[config.mk]
export PLATFORM = sky130hd
export DESIGN_NAME = lane_serializer
export DESIGN_NICKNAME = d
export VERILOG_FILES = /design/src/rtl/lane_serializer.sv
export SDC_FILE = /design/constraint.sdc
export NUM_CORES = 1
export LEC_CHECK = 0
export CAP_MARGIN = 25
export CORE_AREA = 2 2 81 160
export CTS_CLUSTER_DIAMETER = 80
export DETAILED_ROUTE_END_ITERATION = 6
export DIE_AREA = 0 0 83 162
export GPL_TIMING_DRIVEN = 0
export SLEW_MARGIN = 0
export SYNTH_ARGS = -nofsm -noshare
export SYNTH_HDL_FRONTEND = slang
export SYNTH_SLANG_ARGS = --single-unit
[constraint.sdc]
create_clock -name clk -period 3.38 [get_ports clk]
set_clock_uncertainty 0.05 [all_clocks]
set_input_delay 0.676 -clock clk [delete_from_list [all_inputs] [get_ports clk]]
set_output_delay 0.676 -clock clk [all_outputs]
set_load 0.05 [all_outputs]
[src/rtl/lane_serializer.sv]
// Buffers 4-lane words in a small FIFO and emits their lanes one byte per clock.
// Build option: define SKIP_INVALID_EN to skip invalid lanes instead of emitting 00/v0 slots.
module lane_serializer #(
  parameter int BUF_DEPTH = 2
) (
  input  logic       clk,
  input  logic       reset_L,
  input  logic [7:0] data_0rf,
  input  logic [7:0] data_1rf,
  input  logic [7:0] data_2rf,
  input  logic [7:0] data_3rf,
  input  logic       valid_0rf,
  input  logic       valid_1rf,
  input  logic       valid_2rf,
  input  logic       valid_3rf,
  output logic       in_ready,
  output logic [7:0] data_out,
  output logic       valid_out,
  output logic       busy,
  output logic       overflow
);

  localparam int PW = $clog2(BUF_DEPTH);
  localparam int CW = $clog2(BUF_DEPTH + 1);
  localparam logic [CW-1:0] DEPTH_C = CW'(BUF_DEPTH);

  typedef enum logic {IDLE, SEND} state_t;

  state_t        state_q, state_d;
  logic [PW-1:0] wr_ptr_q, wr_ptr_d, rd_ptr_q, rd_ptr_d;
  logic [CW-1:0] count_q, count_d;
  logic [7:0]    data_out_q, data_out_d;
  logic          valid_out_q, valid_out_d;
  logic          overflow_q, overflow_d;

  logic [7:0]    lane_data [4];
  logic [3:0]    lane_valid;
  logic          offer, capture, pop;

  logic [7:0]    mem_data_q [BUF_DEPTH][4];
  logic [3:0]    mem_mask_q [BUF_DEPTH];
  logic [3:0]    head_mask;
  logic [1:0]    lane_sel;
  logic          last_lane;
  logic [7:0]    emit_byte;
  logic          emit_valid;

  assign lane_data[0] = data_0rf;
  assign lane_data[1] = data_1rf;
  assign lane_data[2] = data_2rf;
  assign lane_data[3] = data_3rf;
  assign lane_valid   = {valid_3rf, valid_2rf, valid_1rf, valid_0rf};

  assign offer     = |lane_valid;
  assign in_ready  = (count_q < DEPTH_C);
  assign capture   = offer && in_ready;
  assign busy      = (count_q != '0);
  assign data_out  = data_out_q;
  assign valid_out = valid_out_q;
  assign overflow  = overflow_q;
  assign head_mask = mem_mask_q[rd_ptr_q];

  // Buffer contents need no reset; only count/pointers define occupancy.
  for (genvar gi = 0; gi < 4; gi++) begin : g_lane_mem
    always_ff @(posedge clk) begin
      if (capture) mem_data_q[wr_ptr_q][gi] <= lane_data[gi];
    end
  end

  always_ff @(posedge clk) begin
    if (capture) mem_mask_q[wr_ptr_q] <= lane_valid;
  end

`ifdef SKIP_INVALID_EN
  logic [3:0] done_q, done_d;
  logic [3:0] rem_mask;

  assign rem_mask = head_mask & ~done_q;

  always_comb begin
    lane_sel = 2'd0;
    for (int i = 3; i >= 0; i--) begin
      if (rem_mask[i]) lane_sel = 2'(i);
    end
  end

  assign last_lane  = ((rem_mask & ~(4'b0001 << lane_sel)) == 4'b0000);
  assign emit_byte  = mem_data_q[rd_ptr_q][lane_sel];
  assign emit_valid = 1'b1;
`else
  logic [1:0] lane_q, lane_d;

  assign lane_sel   = lane_q;
  assign last_lane  = (lane_q == 2'd3);
  assign emit_byte  = head_mask[lane_q] ? mem_data_q[rd_ptr_q][lane_q] : 8'h00;
  assign emit_valid = head_mask[lane_q];
`endif

  always_ff @(posedge clk or negedge reset_L) begin
    if (!reset_L) begin
      state_q     <= IDLE;
      wr_ptr_q    <= '0;
      rd_ptr_q    <= '0;
      count_q     <= '0;
      data_out_q  <= 8'h00;
      valid_out_q <= 1'b0;
      overflow_q  <= 1'b0;
`ifdef SKIP_INVALID_EN
      done_q      <= 4'b0000;
`else
      lane_q      <= 2'd0;
`endif
    end else begin
      state_q     <= state_d;
      wr_ptr_q    <= wr_ptr_d;
      rd_ptr_q    <= rd_ptr_d;
      count_q     <= count_d;
      data_out_q  <= data_out_d;
      valid_out_q <= valid_out_d;
      overflow_q  <= overflow_d;
`ifdef SKIP_INVALID_EN
      done_q      <= done_d;
`else
      lane_q      <= lane_d;
`endif
    end
  end

  // Stay in SEND across a pop whenever another word remains or arrives.
  always_comb begin
    state_d = state_q;
    case (state_q)
      IDLE:    if (capture) state_d = SEND;
      SEND:    if (pop && !capture && (count_q == CW'(1))) state_d = IDLE;
      default: state_d = IDLE;
    endcase
  end

  always_comb begin
    data_out_d  = 8'h00;
    valid_out_d = 1'b0;
    pop         = 1'b0;
`ifdef SKIP_INVALID_EN
    done_d      = done_q;
`else
    lane_d      = lane_q;
`endif
    if (state_q == SEND) begin
      data_out_d  = emit_byte;
      valid_out_d = emit_valid;
      pop         = last_lane;
`ifdef SKIP_INVALID_EN
      done_d      = last_lane ? 4'b0000 : (done_q | (4'b0001 << lane_sel));
`else
      lane_d      = lane_q + 2'd1;
`endif
    end

    overflow_d = overflow_q | (offer & ~in_ready);
    wr_ptr_d   = capture ? wr_ptr_q + PW'(1) : wr_ptr_q;
    rd_ptr_d   = pop ? rd_ptr_q + PW'(1) : rd_ptr_q;
    case ({capture, pop})
      2'b10:   count_d = count_q + CW'(1);
      2'b01:   count_d = count_q - CW'(1);
      default: count_d = count_q;
    endcase
  end

endmodule

=== After elaboration in Yosys (flattened, before gate mapping) ===
Memory sizes are Yosys's and may differ from the RTL's.
Index checks and enable logic that the tools add are counted.

* Memories kept: 2
* Memory bits (writable): 72
* Bits in registers: 17
* Output and inout port bits: 12
* Word-level logic and storage cells: 48
* Input port bits: 38

{| class="wikitable"
|+ Memories
! memory !! depth !! width !! read ports !! clocked after memory_dff !! wr ports !! line !! source
|-
| mem_data_q || 2 || 32 || 1 || 0 || 1 || 40 || <nowiki>logic [7:0] mem_data_q [BUF_DEPTH][4];</nowiki>
|-
| mem_mask_q || 2 || 4 || 1 || 0 || 1 || 41 || <nowiki>logic [3:0] mem_mask_q [BUF_DEPTH];</nowiki>
|}

* Multiplexer cells: 14
* Add/sub/neg operators: 5
* Bitwise operators: 5
* Reduce and logical (&&, ||, !) cells: 7
* Equal/unequal tests: 4
* Order comparisons: 3

{| class="wikitable"
|+ Operators with widths
! cell !! count
|-
| $mux 8 || 4
|-
| $bmux 8 s2 || 1
|-
| $mux 1 || 6
|-
| $add 2x1->2 const B || 2
|-
| $eq 2x1->1 const B || 2
|-
| $eq 2x2->1 const B || 2
|-
| $pmux 2 s2 || 1
|-
| $reduce_bool 2->1 || 2
|-
| $reduce_or 4->1 || 1
|-
| $ge 3x3->1 const B || 1
|-
| $logic_and 1x1->1 || 3
|-
| $lt 2x3->1 const B || 1
|-
| $not 2->3 || 1
|-
| $add 1x1->1 const B || 2
|-
| $bmux 1 s2 || 1
|-
| $lt 2x2->1 const B || 1
|-
| $not 1->1 || 2
|-
| $pmux 1 s2 || 1
|-
| $sub 2x1->2 const B || 1
|-
| $and 1x1->1 || 1
|-
| $logic_not 1->1 || 1
|-
| $or 1x1->1 || 1
|}

=== Longest topological paths before layout ===
* Depth after elaboration: 7
* Mapped depth: 7

=== Worst setup path after synthesis ===
OpenSTA, ideal clock, no wires.

* Kind: input port to flip-flop
* Start: input port valid_0rf
* End: memory mem_data_q[0][0] (netlist bit), enable pin
* Arrival time: 2.673 ns
* Buffers on the path: 1
* Path slack: 0.228 ns
* Cell stages on the path: 4
* Required time: 2.901 ns
* Cell sequence: nor4_1 > or2_2 > clkbuf_1 > nor2_1

* Word-level cells in the longest chain between the ends: 4

{| class="wikitable"
|+ RTL lines
! what !! line !! source
|-
| start, declared || 12 || <nowiki>input logic valid_0rf,</nowiki>
|-
| $reduce_or 4->1 || 54 || <nowiki>assign offer = |lane_valid;</nowiki>
|-
| $logic_and 1x1->1 || 56 || <nowiki>assign capture = offer && in_ready;</nowiki>
|-
| $mux 1 || 66 || <nowiki>if (capture) mem_data_q[wr_ptr_q][gi] <= lane_data[gi];</nowiki>
|-
| $mux 1 (not written as such) || 66 ||
|-
| end, declared || 40 ||
|}

No other way between the ends.

=== Worst setup path after layout ===
* Start: input port valid_1rf
* End: memory mem_data_q[1][16] (netlist bit), enable pin

* Word-level cells in the longest chain between the ends: 4

{| class="wikitable"
|+ RTL lines
! what !! line !! source
|-
| start, declared || 13 || <nowiki>input logic valid_1rf,</nowiki>
|-
| $reduce_or 4->1 || 54 ||
|-
| $logic_and 1x1->1 || 56 ||
|-
| $mux 1 || 66 ||
|-
| $mux 1 (not written as such) || 66 ||
|}

No other way between the ends.

==> summary.md <==
| Metric | Value |
|---|---|
| Post-synth top area share | `0.627` |
| Max incr delay on CP | `0.52 ns` |
| GRT overflow | `0` |
| Via count | `1,658` |
| Crit path max-delay family | `buffers and inverters` |
| Placed Instances | `361` |
| Worst Slack Setup Final | `0.782 ns` |
| Max cap viols | `0` |
| Critical Path Fanout Max | `20` |
| Tcrit/Tclk final | `0.769` |
| Worst Setup Start Kind | `primary input` |
| N_diodes | `0` |
| YS warnings | `0` |
| Most area-hungry cell type in the Yosys netlist | `edfxtp_1` |
| Most common cell after layout, fill and taps aside | `edfxtp_1` |
| Root Driver | `clkbuf_16` |
| Required time worst endpoint | `3.36 ns` |
| Number of global-route vias before repair | `1,801` |
| Mapped Area | `0.00345 mm2` |
| Post-synthesis average cell area | `21.1 um2` |
| Most frequent cells in the layout | `72 x edfxtp_1, 49 x clkdlybuf4s50_1, 17 x dfrtp_1` |
| Worst skew pair latency | `0.33 ns` |
| Clock Tree Buf Depth | `2` |
| DR pass1 iterations | `4` |
| Fraction of the mapped netlist area in compound gates | `0.0167` |
| Outcome | `completed` |
| Critical R2R Capture | `mem_data_q[1][16]$_DFFE_PP_` |
| Final nets | `268` |
| Die span in y | `162 um` |
| Die X | `83 um` |
| Cell area power density | `973 mW/mm2` |
| Layout cell share with drive strength beyond 1 | `0.143` |
| Worst-path clk slew | `0.06 ns` |
| Finished Layout Cells | `377` |
| CTS resizes | `0` |
| Fill cell instance count of the final layout | `1,114` |
| Port Buffer Count | `49` |
| Crit Path Category | `in2reg` |
| Cells after Synth | `163` |
| # DRC | `0` |
| Crit path from | `valid_1rf` |
| WL final | `6190 um` |
| Slew headroom | `0.434` |
| CTS tree | `done` |
| Reg2reg path depth | `4` |
| CP max stage cell | `clkdlybuf4s50_1` |
| Reg2reg setup slack | `1.35 ns` |
| Area delta synth->final | `30.8%` |
| Worst path bufs/invs | `3` |
| First-pass GRT wire length | `9600 um` |
| # setup viols final | `0` |
| Min-Delay Path Class | `reg2reg` |
| Post-place setup slack | `0.389 ns` |
| Mapped Nets | `206` |
| Die area | `0.0134 mm2` |
| Synth Area in Adders | `0.0182` |
| Hpwl dp | `4300 um` |
| Ranking of synthesized cells by area | `edfxtp_1 63%, dfrtp_1 12%, mux4_1 7.6%` |
| Number of setup buffers added after CTS | `0` |
| Critical path endpoint | `mem_data_q[1][16]$_DFFE_PP_` |
| Arrival time worst endpoint | `2.58 ns` |
| FF+latch count, synth | `89` |
| # hold bufs at CTS | `0` |
| Largest family of logic cells by synthesized area | `multiplexers` |
| Site Rows | `57` |
| Initial Util | `0.283` |
| R2r startpoint | `count_q[1]$_DFFE_PN0P_` |
| XOR/XNOR Fraction of Synth Area | `0.0102` |
| Simple-gate share of the synthesized area | `0.0290` |
| Final Max Tran Viols | `0` |
| Io pins | `50` |
| Maximum VDD drop | `0.380 mV` |
| Yosys cell types | `27` |
| Routed len/inst | `16.4 um` |
| TritonCTS Buffers | `9` |
| Fmax | `385 MHz` |
| Vias per std cell | `4.40` |
| H-tree levels | `3` |
| Core ar. | `0.0122 mm2` |
| Lkg Pwr | `0.00162 uW` |
| Starting DRT DRC Count | `50` |
| CTS Sinks | `89` |
| WHS | `0.429 ns` |
| RSZ-0062 raised after global routing | `no` |
| Crit path cell chain | `clkdlybuf4s50_1, nor4_1, or2_2, clkbuf_1, nor2_4, buf_16` |
| Sequential area share after synthesis | `0.751` |
| Worst path depth | `6` |
| Worst-Margin Slew | `0.844 ns` |
| Gr usage total | `0.0983` |
| RePlAce Congestion | `0.694` |
| Min Tclk post-route | `2.60 ns` |
| Largest net degree at the start of global routing | `21` |
| Final Hold Vio Count | `0` |
| CP endpoint kind | `register` |
| Post-route setup TNS | `0 ns` |
| ANT nets after route | `0` |
| Initial antenna violation count | `0` |
| Mux cell area share after synthesis | `0.155` |
-- per-layer routing --
metal,vias up,global-route usage,share of wire
li1,778,-,-
met1,829,0.0997,0.38
met2,37,0.177,0.55
met3,14,0.0188,0.030
met4,0,0.0708,0.037
met5,-,0,0
-- area by class of cell --
cell class / count / area [um2] / area share
clock inverters: 3 / 65.1 / 0.0144
well taps: 147 / 184 / 0.0408
plain buffers: 6 / 50.0 / 0.0111
inverters: 5 / 18.8 / 0.00417
clock buffers: 13 / 250 / 0.0555
flip-flops and latches: 89 / 2590 / 0.574
repair buffers: 51 / 546 / 0.121
multi-input cells: 63 / 805 / 0.179
-- worst min-delay path by stage --
stage	depth (start not counted)	from	endpoint	slack (ns)
6_report	1	overflow$_DFF_PN0_	overflow$_DFF_PN0_	0.43
5_1_grt	1	overflow$_DFF_PN0_	overflow$_DFF_PN0_	0.45
2_1_floorplan	0	reset_L	count_q[0]$_DFFE_PN0P_	0.33
3_5_place_dp	1	overflow$_DFF_PN0_	overflow$_DFF_PN0_	0.42
3_3_place_gp	1	overflow$_DFF_PN0_	overflow$_DFF_PN0_	0.42
4_1_cts	1	overflow$_DFF_PN0_	overflow$_DFF_PN0_	0.44
-- per-stage QoR --
step / power [uW] / area (um2) / util
finish: 4380 / 4510 / 0.369
global route: 4630 / 4510 / 0.369
CTS: 4460 / 4510 / 0.369
detailed placement: 3410 / 4190 / 0.344
global placement: 3300 / 4120 / 0.338
floorplan: 2850 / 3450 / -
-- state kept, by name (all words and copies together) (netlist names) --
name        cells
state_q         1
mem_data_q     64
rd_ptr_q        1
wr_ptr_q        1
valid_out       1
count_q         2
overflow        1
data_out        8
mem_mask_q      8
lane_q          2
-- synthesized netlist by cell type (all sizes together) --
cell	instances
o21ai	2
nor3	9
or2	1
or2b	1
nand2	3
nor2	3
a21o	1
ha	5
nor4	1
clkbuf	3
dfrtp	17
mux2	3
o22ai	1
inv	5
o31ai	1
edfxtp	72
xnor2	2
and2	1
xor2	2
mux4	17
buf	3
nor2b	1
mux2i	8
o21bai	1
-- kinds of logic after synthesis --
logic type               Yosys count
AO/OA/AOI/OAI                      6
multiplexers                      28
flip-flops                        89
XOR/XNOR                           4
AND/OR/NAND/NOR                   20
adder cells (fa/ha/maj)            5
buffers and inverters             11
-- power breakdown --
group / switching [uW] / total, uW / internal, uW
Combinational: 882 / 1590 / 706
Clock: 373 / 1040 / 667
Sequential: 112 / 1760 / 1640
Total: 1370 / 4380 / 3020
No activity file was read; power rests on OpenSTA's default activity.
